**src/rtl/adder_bist_pkg.sv**
```systemverilog
// Shared definitions for the 4-bit adder built-in self test: FSM state
// encoding, sweep length, legal pipeline-latency bounds and the reference
// model for the adder result.
package adder_bist_pkg;

  typedef enum logic [1:0] {
    IDLE  = 2'd0,
    RUN   = 2'd1,
    DRAIN = 2'd2,
    DONE  = 2'd3
  } state_t;

  // One comparison for every {A,B} operand byte.
  localparam int SWEEP_LEN = 256;

  // Legal range for the adder-under-test latency.
  localparam int LAT_MIN = 1;
  localparam int LAT_MAX = 4;

  // Reference result: upper nibble zero, lower nibble (A+B) mod 16.
  function automatic logic [7:0] expected_of(input logic [7:0] op);
    logic [3:0] sum;
    sum = op[7:4] + op[3:0];
    return {4'h0, sum};
  endfunction

endpackage

```
**src/rtl/adder_bist_pipe.sv**
```systemverilog
// LATENCY-deep delay line carrying {valid, operand, expected} so that each
// reference value lines up with the adder result it belongs to.
module adder_bist_pipe
  import adder_bist_pkg::*;
#(
  parameter int LATENCY = 1
) (
  input  logic       clk,
  input  logic       reset,
  input  logic       in_valid,
  input  logic [7:0] in_operand,
  input  logic [7:0] in_expected,
  output logic       out_valid,
  output logic [7:0] out_operand,
  output logic [7:0] out_expected
);

  logic       vld_p [LATENCY];
  logic [7:0] op_p  [LATENCY];
  logic [7:0] exp_p [LATENCY];

  // Shift register; fully cleared on reset so an aborted sweep leaves nothing behind
  always_ff @(posedge clk or posedge reset) begin
    if (reset) begin
      for (int i = 0; i < LATENCY; i++) begin
        vld_p[i] <= 1'b0;
        op_p[i]  <= 8'h00;
        exp_p[i] <= 8'h00;
      end
    end else begin
      vld_p[0] <= in_valid;
      op_p[0]  <= in_operand;
      exp_p[0] <= in_expected;
      for (int i = 1; i < LATENCY; i++) begin
        vld_p[i] <= vld_p[i-1];
        op_p[i]  <= op_p[i-1];
        exp_p[i] <= exp_p[i-1];
      end
    end
  end

  assign out_valid    = vld_p[LATENCY-1];
  assign out_operand  = op_p[LATENCY-1];
  assign out_expected = exp_p[LATENCY-1];

endmodule

```
**src/rtl/adder_bist.sv**
```systemverilog
// Exhaustive self test of a 4-bit adder: sweeps every {A,B} operand byte,
// compares the returned sum against a delayed reference, and reports a
// pass flag, saturating mismatch count and the first failing operand.
// Optional build macro ADDER_BIST_UPPER_CHECK_EN: when defined, the upper
// nibble of dut_sum (expected zero) is also compared.
module adder_bist
  import adder_bist_pkg::*;
#(
  parameter int LATENCY = 1
) (
  input  logic       clk,
  input  logic       reset,
  input  logic       start,
  input  logic [7:0] dut_sum,
  output logic [7:0] operand,
  output logic       busy,
  output logic       done,
  output logic       pass,
  output logic [7:0] fail_count,
  output logic [7:0] first_fail
);

  localparam logic [7:0] LAST_OP   = 8'(SWEEP_LEN - 1);
  localparam logic [2:0] DRAIN_END = 3'(LATENCY - 1);

`ifdef ADDER_BIST_UPPER_CHECK_EN
  localparam logic [7:0] CMP_MASK = 8'hFF;
`else
  localparam logic [7:0] CMP_MASK = 8'h0F;
`endif

  state_t     state;
  logic [7:0] cnt;
  logic [2:0] drain_cnt;

  logic       pipe_valid;
  logic [7:0] pipe_operand;
  logic [7:0] pipe_expected;
  logic       mismatch;
  logic [7:0] fail_next;

  // Counter drives the adder only while sweeping; otherwise the bus rests at zero
  assign operand = (state == RUN) ? cnt : 8'h00;

  adder_bist_pipe #(
    .LATENCY(LATENCY)
  ) u_pipe (
    .clk         (clk),
    .reset       (reset),
    .in_valid    (state == RUN),
    .in_operand  (operand),
    .in_expected (expected_of(operand)),
    .out_valid   (pipe_valid),
    .out_operand (pipe_operand),
    .out_expected(pipe_expected)
  );

  // Compare the returned sum with the reference that travelled with it; count saturates
  always_comb begin
    mismatch  = pipe_valid && (((dut_sum ^ pipe_expected) & CMP_MASK) != 8'h00);
    fail_next = fail_count;
    if (mismatch && (fail_count != 8'hFF)) begin
      fail_next = fail_count + 8'd1;
    end
  end

  // Sweep sequencer with registered status outputs and result capture
  always_ff @(posedge clk or posedge reset) begin
    if (reset) begin
      state      <= IDLE;
      cnt        <= 8'h00;
      drain_cnt  <= 3'd0;
      busy       <= 1'b0;
      done       <= 1'b0;
      pass       <= 1'b0;
      fail_count <= 8'h00;
      first_fail <= 8'h00;
    end else begin
      // Results from the delay line are folded in regardless of state; the
      // delay line is empty outside RUN/DRAIN so this only acts during a sweep.
      fail_count <= fail_next;
      if (mismatch && (fail_count == 8'h00)) begin
        first_fail <= pipe_operand;
      end

      case (state)
        IDLE, DONE: begin
          if (start) begin
            state      <= RUN;
            cnt        <= 8'h00;
            drain_cnt  <= 3'd0;
            busy       <= 1'b1;
            done       <= 1'b0;
            pass       <= 1'b0;
            fail_count <= 8'h00;
            first_fail <= 8'h00;
          end
        end
        RUN: begin
          cnt <= cnt + 8'd1;
          if (cnt == LAST_OP) begin
            state     <= DRAIN;
            drain_cnt <= 3'd0;
          end
        end
        DRAIN: begin
          if (drain_cnt == DRAIN_END) begin
            // The last comparison lands on this same edge, so judge on fail_next
            state <= DONE;
            busy  <= 1'b0;
            done  <= 1'b1;
            pass  <= (fail_next == 8'h00);
          end else begin
            drain_cnt <= drain_cnt + 3'd1;
          end
        end
        default: begin
          state <= IDLE;
          busy  <= 1'b0;
          done  <= 1'b0;
        end
      endcase
    end
  end

endmodule

```
**config.mk**
```make
export PLATFORM = sky130hd
export DESIGN_NAME = adder_bist
export DESIGN_NICKNAME = d
export VERILOG_FILES = /design/src/rtl/adder_bist_pkg.sv /design/src/rtl/adder_bist_pipe.sv /design/src/rtl/adder_bist.sv
export SDC_FILE = /design/constraint.sdc
export NUM_CORES = 1
export LEC_CHECK = 0
export CAP_MARGIN = 20
export CORE_AREA = 3 3 65 79
export CTS_CLUSTER_DIAMETER = 120
export DETAILED_ROUTE_END_ITERATION = 12
export DIE_AREA = 0 0 68 82
export GPL_TIMING_DRIVEN = 0
export PLACE_DENSITY_LB_ADDON = 0.15
export SLEW_MARGIN = 20
export SYNTH_ARGS = -nofsm -noshare
export SYNTH_HDL_FRONTEND = slang
export SYNTH_SLANG_ARGS = --single-unit
```
**constraint.sdc**
```tcl
create_clock -name clk -period 2.5 [get_ports clk]
set_clock_uncertainty 0.1 [all_clocks]
set_input_delay 0.25 -clock clk [delete_from_list [all_inputs] [get_ports clk]]
set_output_delay 0.25 -clock clk [all_outputs]
set_load 0.03 [all_outputs]
```
==> flow_summary_export.csv <==
group,metric,value,unit
timing,max_slew_margin,0.687,
critical_path,cp_data_arrival_time,1980,ps
timing,report.final.slew_viol_count,0,
timing,worst_slew_pin_slew,470,ps
route,ant_nets,0,
placed_design,dp_hpwl,3350,um
cells_and_area,mostFrequentLayoutCells,"dfrtp_1 (45), clkdlybuf4s50_1 (25), nor2_1 (24), nand2_1 (20), inv_1 (14)",
cts,cts_sinks,45,
route,drt-total-wl,4520,um
synth,syn_area,2290,um^2
cts,cts_setup_buffers,0,
die,pin_count,38,
critical_path,crit_fanout,10,
route,wl_per_cell,14.0,um
cells_and_area,syn_to_final_growth,22.0,%
synth,synthTopCellsByArea,"dfrtp_1 (49%), ha_1 (5.5%), mux2i_1 (4.8%)",
placed_design,io_buffers,33,
synth,yosysUniqueCellTypes,44,
cells_and_area,fillers,392,
placed_design,dp.cells,316,
grt,grt_pass1_wl,7420,um
synth,async_flop_share,1.00,
cts,cts_hold_buffers,0,
cts,clockBufferDepth,2,
die,dieHeight,82,um
die,core_area,4530,um^2
critical_path,end_kind,"primary output",
grt,track_usage,0.178,
power_and_ir_drop,ir_worst_vdd,0.000857,V
synth,avgSynthCellArea,10.2,um^2
synth,synth_nets,246,
critical_path,crit_path_start_kind,"flip-flop",
synth,synth-warning-count,0,
placed_design,placed_area,2720,um^2
die,initial_core_util,0.507,
power_and_ir_drop,powerDensity,907,nW/um^2
power_and_ir_drop,leakagePower,1.32,nW
grt,grt-ovfl-total,0,
critical_path,required,2150,ps
timing,fin_crit_sh,0.933,
cells_and_area,finalNetCount,287,
route,drt-initial-drc-count,53,
cts,cts_tree,"built",
grt,antenna_found_initial,0,
cells_and_area,final_area,2800,um^2
timing,timing.fmax,0.429,GHz
critical_path,cp_top_family,"buffers and inverters",
cts,clkTransAtPathRegs,90,ps
die,rows,27,
timing,grt_setup_unrepaired,"false",
cts,cts-root-buf,"clkbuf_8",
critical_path,r2r-start,"state[1]",
route,vias,1709,
grt,grt_max_degree,35,
route,vias_per_cell,5.27,
cells_and_area,final_common_cell,"dfrtp_1",
placed_design,finalWeightedCongestion,0.808,
timing,setup_viol,0,
cts,ctsHtreeMaxLevel,2,
cts,clkLatencyLatePin,300,ps
cells_and_area,n_antenna_cell,0,
die,fp.dieW,68,um
critical_path,critical_path_buf_inv_count,3,
critical_path,critPathKind,"flip-flop to primary output",
timing,final.min_clock_period,2330,ps
route,drc,0,
route,firstDrtPassIters,4,
synth,synth_flop_cell,"dfrtp_1",
synth,synthCells,224,
cells_and_area,instances_no_fill,324,
critical_path,max_stage_delay,420,ps
synth,synth_top_area_cell,"dfrtp_1",
synth,yosys.area.top_type_share,0.491,
cts,cts_buffers,5,
critical_path,crit_path_cell_trace,"inv_1 -> ha_1 -> clkbuf_2 -> and2_1 -> dlygate4sd2_1",
min_path,hold_path_class,"primary input to async pin",
cells_and_area,final_layout_size_suffix_gt1_frac,0.0752,
grt,grt_pass1_vias,1595,
job,drv_cap,0,
critical_path,critPathLaunch,"state[1]",
critical_path,slowest_stage,"dlygate4sd2_1",
synth,synth-edff-count,0,
die,dieArea,5580,um^2
synth,yosysSeqAreaShare,0.491,
status,status,"complete, no violations",
timing,hold_viol,0,
synth,ys_ff_latch,45,
timing,tns,0,ps
==> logic make-up (layout without fill, tap and decap cells) <==
family | count (synthesis) | in the layout | synth area share
buffers and inverters | 23 | 65 | 0.0447
AOI/OAI and AO/OA | 36 | 36 | 0.110
DFF | 45 | 45 | 0.491
muxes | 12 | 12 | 0.0545
and+or+nand+nor | 81 | 81 | 0.176
xor gates and xnor gates | 16 | 16 | 0.0611
adders and majority gates | 11 | 11 | 0.0633
==> timing repair <==
item | CTS | global route
hold endpoints to repair | 0 | 0
gates resized for setup | 9 | 1
pin swaps | 0 | 0
setup endpoints to repair | 8 | 1
==> report_power, final <==
part           internal, mW  switching [mW]
Combinational         0.436           0.696
Clock                 0.199           0.266
Sequential            0.854          0.0900
Total                  1.49            1.05
==> metal layers <==
layer,wire length [um],part of all wire,GRT usage,vias to the layer above
met5,0,0,0,-
met4,41,0.0091,0.0537,0
met3,138,0.031,0.0410,4
met2,2260,0.50,0.284,29
met1,2080,0.46,0.239,830
li1,-,-,-,846
==> final timing paths <==
kind | to | slack, ps | depth (start not counted)
min reg2reg | first_fail[3] | 400 | 2
max reg2reg | u_pipe.out_expected[2] | 290 | 8
min | fail_count[6] | 100 | 2
min in group clk | first_fail[3] | 400 | 2
max | operand[4] | 170 | 5
max in group asynchronous | u_pipe.out_operand[4] | 1740 | 3
==> state kept, by name, summed over array words and instances (netlist names), 2 cells and up <==
name                 count
cnt                      8
fail_count               8
first_fail               8
u_pipe.out_operand       8
u_pipe.out_expected      4
drain_cnt                3
state                    2
==> synthesized netlist by cell type (3+ instances only) <==
| library cell | count |
|---|---|
| xnor2_1 | 6 |
| clkbuf_1 | 5 |
| nor2_1 | 24 |
| nor3_1 | 3 |
| o21ai_1 | 5 |
| a21oi_1 | 5 |
| xor2_1 | 10 |
| mux2i_1 | 11 |
| o21ai_0 | 10 |
| ha_1 | 10 |
| and2_1 | 7 |
| nand3_1 | 6 |
| nand2_1 | 20 |
| dfrtp_1 | 45 |
| nand4_1 | 5 |
| inv_1 | 15 |
| nor4_1 | 3 |
==> final cells by class <==
type / instances / area [um^2] / area share
Multi-Input combinational cell: 156 / 1070 / 0.381
Clock buffer: 5 / 68.8 / 0.0246
Timing Repair Buffer: 34 / 342 / 0.122
Buffer: 8 / 47.5 / 0.0170
Inverter: 15 / 56.3 / 0.0201
Tap cell: 58 / 72.6 / 0.0259
Clock inverter: 3 / 21.3 / 0.00760
Sequential cell: 45 / 1130 / 0.402
==> per-stage QoR <==
stage                     worst slack [ps]  utilization  power [mW]  hold WS (ps)
after floorplan                        232            -        1.78           355
after global placement                 117        0.596        2.09           371
after detailed placement               101        0.600        2.10           388
after CTS                              133        0.618        2.57           103
after global routing                  5.56        0.619        2.73           110
final                                  167        0.619        2.54          99.0
Note: power is estimated with default switching activity, not from simulation.
==> RTL change 1: new RTL, config.mk and constraints unchanged <==
Encoding of `state_t`: now Gray code (2 bits for 4 states).
--- a/src/rtl/adder_bist_pkg.sv
+++ b/src/rtl/adder_bist_pkg.sv
@@ -5,8 +5,8 @@
 
   typedef enum logic [1:0] {
-    IDLE  = 2'd0,
-    RUN   = 2'd1,
-    DRAIN = 2'd2,
-    DONE  = 2'd3
+    IDLE  = 2'b00,
+    RUN   = 2'b01,
+    DRAIN = 2'b11,
+    DONE  = 2'b10
   } state_t;
 
Check against the original RTL: same outputs for any inputs over 10 cycles, from zero or initial values and one cycle with reset high; not proved beyond that.
==> RTL change 1 against the unedited design <==
Die area did not move; power increased by 17%; non-clock buffer count down 2; synthesized area down 7.1%; combinational power increased by 24%; wire length fell by 3.3%; final area fell by 5.9%; worst setup slack gained 18 ps; sequential cell count is the same; maximum frequency up 0.76%; largest cell class unchanged; largest power group unchanged; highest routed layer unchanged.
==> RTL change 1: results (changes against the unedited design) <==
outcome - complete, no violations
Rel. slew slack - 0.633 (-0.0537)
Slowest-stage cell, CP - dfrtp_1
Warnings, synthesis - 0 (unchanged)
ant diodes - 0 (unchanged)
Clk Latency, worst-skew pair - 290 ps
IO buf count - 33 (unchanged)
crit-path max FO - 10 (unchanged)
number of fill cells in the layout - 417 (+6.4%)
1st-pass router iterations - 4 (unchanged)
Iteration-0 DRC Markers - 78 (+47%)
Hold WC Path Type - in2async
total CTS buffers - 5 (unchanged)
Detailed Route WL - 4370 µm (-3.3%)
initial antenna violation count - 0 (unchanged)
clk buf depth - 2 (unchanged)
Seq/Total Area, Yosys - 0.528 (+0.0377)
post-synth cell types - 43 (-2.3%)
H-tree depth - 2 (unchanged)
first-pass GRT wire length - 7420 µm (unchanged)
Final Cycle Share - 0.926 (-0.00701)
maximum number of pins on one net before global-route repair - 34 (-2.9%)
vias in the first global route - 1609 (+0.88%)
Place WS - 51.3 ps (-49.2 ps)
Total GRT Usage - 0.180 (+0.00165)
top cell family by delay on the critical path - buffers and inverters
top post-synthesis cells by area - dfrtp_1, mux2i_1, nor2_1
Post-synth top flop - dfrtp_1
post-CTS setup buffer count - 0 (unchanged)
hpwl dp - 3290 µm (-1.9%)
crit path DAT - 1970 ps
clk root buf - clkbuf_8
most frequent cells after synthesis - dfrtp_1, nor2_1, nand2_1
Nets - 266 (-7.3%)
GPL Wtd Cong - 0.895 (+11%)
vias per cell - 5.16 (-2.2%)
ys async rst share - 1.00 (unchanged)
total leakage power - 1.22 nW (-7.6%)
Synth Net Count - 225 (-8.5%)
CP peak stage delay - 410 ps
Reg clk slew, reported paths - 80 ps
ratio of cells with drive above 1 in the final layout - 0.0729 (-0.00231)
Worst VDD drop - 0.411 mV (-52%)
[RTL change 1: where the power goes]
group	switching, mW	internal [mW]
Combinational	0.823	0.581
Clock	0.234	0.198
Sequential	0.174	0.965
Total	1.23	1.74
[RTL change 1: layer usage]
layer,vias up,global-route usage,wire [µm]
met1,766,0.218,1900
met3,8,0.0397,137
met4,0,0.0716,99
li1,770,-,-
met5,-,0,0
met2,29,0.305,2240
[RTL change 1: area by class of cell]
cell class / count / area share
Sequential cell: 45 / 0.428
Clock inverter: 1 / 0.00285
Clock buffer: 7 / 0.0290
Multi-Input combinational cell: 143 / 0.352
Timing Repair Buffer: 34 / 0.131
Inverter: 11 / 0.0157
Tap cell: 58 / 0.0276
Buffer: 6 / 0.0138
[RTL change 1: worst reg2reg max path: cells and delay by family (launching register included)]
kind	cells	cell delay (ps)
fa+ha+maj	2	570
simple gates	2	480
xor+xnor	1	140
buf+inv	3	420
flops	1	410
[RTL change 1: what timing repair did]
item / 4_1_cts / 5_1_grt
gates resized for setup: 8 / 2
cloned: 0 / 0
setup endpoints to repair: 7 / 2
[RTL change 1: final timing paths]
check / from / end / depth (start not counted)
setup reg to reg: state[1] / u_pipe.out_expected[2] / 8
setup / recovery: state[1] / operand[1] / 6
max in group asynchronous: reset / cnt[0] / 3
hold / removal: reset / fail_count[2] / 2
min in group clk: busy / busy / 2
hold reg to reg: busy / busy / 2
[RTL change 1: cell families after synthesis]
kind of cell / count (synthesis) / share of synthesized area
and+or+nand+nor: 83 / 0.184
xor gates and xnor gates: 13 / 0.0534
DFF: 45 / 0.528
muxes: 13 / 0.0634
buffers and inverters: 17 / 0.0358
adders and majority gates: 9 / 0.0564
AOI/OAI and AO/OA: 25 / 0.0787
[RTL change 1: through the flow]
stage                util  std cells  power, mW  hold slack (ps)  instance area, µm²
floorplan               -        205       2.09              326                2130
global placement    0.560        296       2.54              361                2530
detailed placement  0.564        297       2.59              370                2550
CTS                 0.581        305       3.01              126                2630
global route        0.582        305       3.22              145                2630
finish              0.582        305       2.98              118                2630
==> RTL change 2: new RTL, same settings <==
Without the edit above. The option `ADDER_BIST_UPPER_CHECK_EN` is turned on by a define.
--- a/src/rtl/adder_bist.sv
+++ b/src/rtl/adder_bist.sv
@@ -4,4 +4,6 @@
 // Optional build macro ADDER_BIST_UPPER_CHECK_EN: when defined, the upper
 // nibble of dut_sum (expected zero) is also compared.
+`define ADDER_BIST_UPPER_CHECK_EN
+
 module adder_bist
   import adder_bist_pkg::*;
Formal check against the unedited RTL: not equivalent (a bounded check fails within 4 cycles, from zero or initial values and one cycle with reset high).
==> RTL change 2 against the unedited design <==
Register-to-register slack worse by 30 ps; synthesized area up 1.4%; die area unchanged; synthesized cell count up 4.9%; worst setup slack better by 11 ps; sequential power down 4.8%; power down 10%; final area up 3.7%; hold slack better by 50 ps; wire length up 1.1%; maximum frequency up 0.49%; sequential cell count unchanged; critical endpoint is now operand[0]; highest routed layer unchanged.
==> RTL change 2: results (changes against the unedited design) <==
sequential cell count - 45 (unchanged)
Place WS - -99.4 ps (-200 ps)
multi-input gates - 168 (+7.7%)
count of non-CTS inverters in the layout - 14 (-1)
Seq/Total Area, Yosys - 0.484 (-0.00660)
Syn Area/Cell - 9.90 µm² (-3.4%)
Synth Net Count - 257 (+4.5%)
vias in the first global route - 1746 (+9.5%)
last element of the critical path - operand[0]
Least-Margin Pin Slew - 546 ps (+75.8 ps)
post_cts resized - 8 (-1)
first-pass GRT wire length - 7940 µm (+7.0%)
Nets - 301 (+4.9%)
DR WL/cell - 13.5 µm (-3.1%)
Worst VDD drop - 0.617 mV (-28%)
Pwr Density - 786 mW/mm² (-13%)
Worst Setup Slack, final - 178 ps (+11.4 ps)
maximum number of pins on one net before global-route repair - 29 (-17%)
Total GRT Usage - 0.186 (+0.00761)
R2R depth - 6 (-2)
reg2reg setup slack - 260 ps (-30 ps)
non-clk buf share - 0.148 (+0.00882)
DR vias - 1776 (+3.9%)
total leakage power - 1.34 nW (+1.3%)
top post-synthesis cells by area - dfrtp_1, ha_1, nor2_1
Non-CTS buffers - 45 (+7.1%)
clk pwr - 0.563 mW (+21%)
dpl cell area - 0.00279 mm² (+2.6%)
RR Endpoint - pass
share of total power in sequential cells - 0.394 (+0.022)
Sw Pwr - 0.827 mW (-21%)
Placed Cells incl. Taps - 331 (+4.7%)
outcome - complete, no violations
hpwl dp - 3460 µm (+3.2%)
area delta synth->final - 24.9%
[RTL change 2: cell count changes after synthesis, sizes merged, moves of 2 or more]
cell,unedited run,this run
nor2,25,33
nand2,20,17
xnor2,6,12
a21oi,5,7
mux2i,11,9
nand4,5,3
xor2,10,7
nor4b,0,2
nor2b,1,3
[RTL change 2: routing by layer]
layer / share of wire / GRT usage / vias up
met5: 0 / 0 / -
met4: 0.019 / 0.0736 / 0
met3: 0.048 / 0.0356 / 9
met2: 0.50 / 0.306 / 50
met1: 0.43 / 0.237 / 832
li1: - / - / 885
[RTL change 2: critical path: stages, from the launching register on]
cell and delay, ps:
dfrtp_1 400, inv_1 60, ha_2 270, and2_1 240, clkdlybuf4s50_1 700
[RTL change 2: cell families after synthesis]
family | synth area share
and+or+nand+nor | 0.194
DFF | 0.484
AOI/OAI and AO/OA | 0.103
buffers and inverters | 0.0414
xor gates and xnor gates | 0.0715
adders and majority gates | 0.0624
muxes | 0.0436
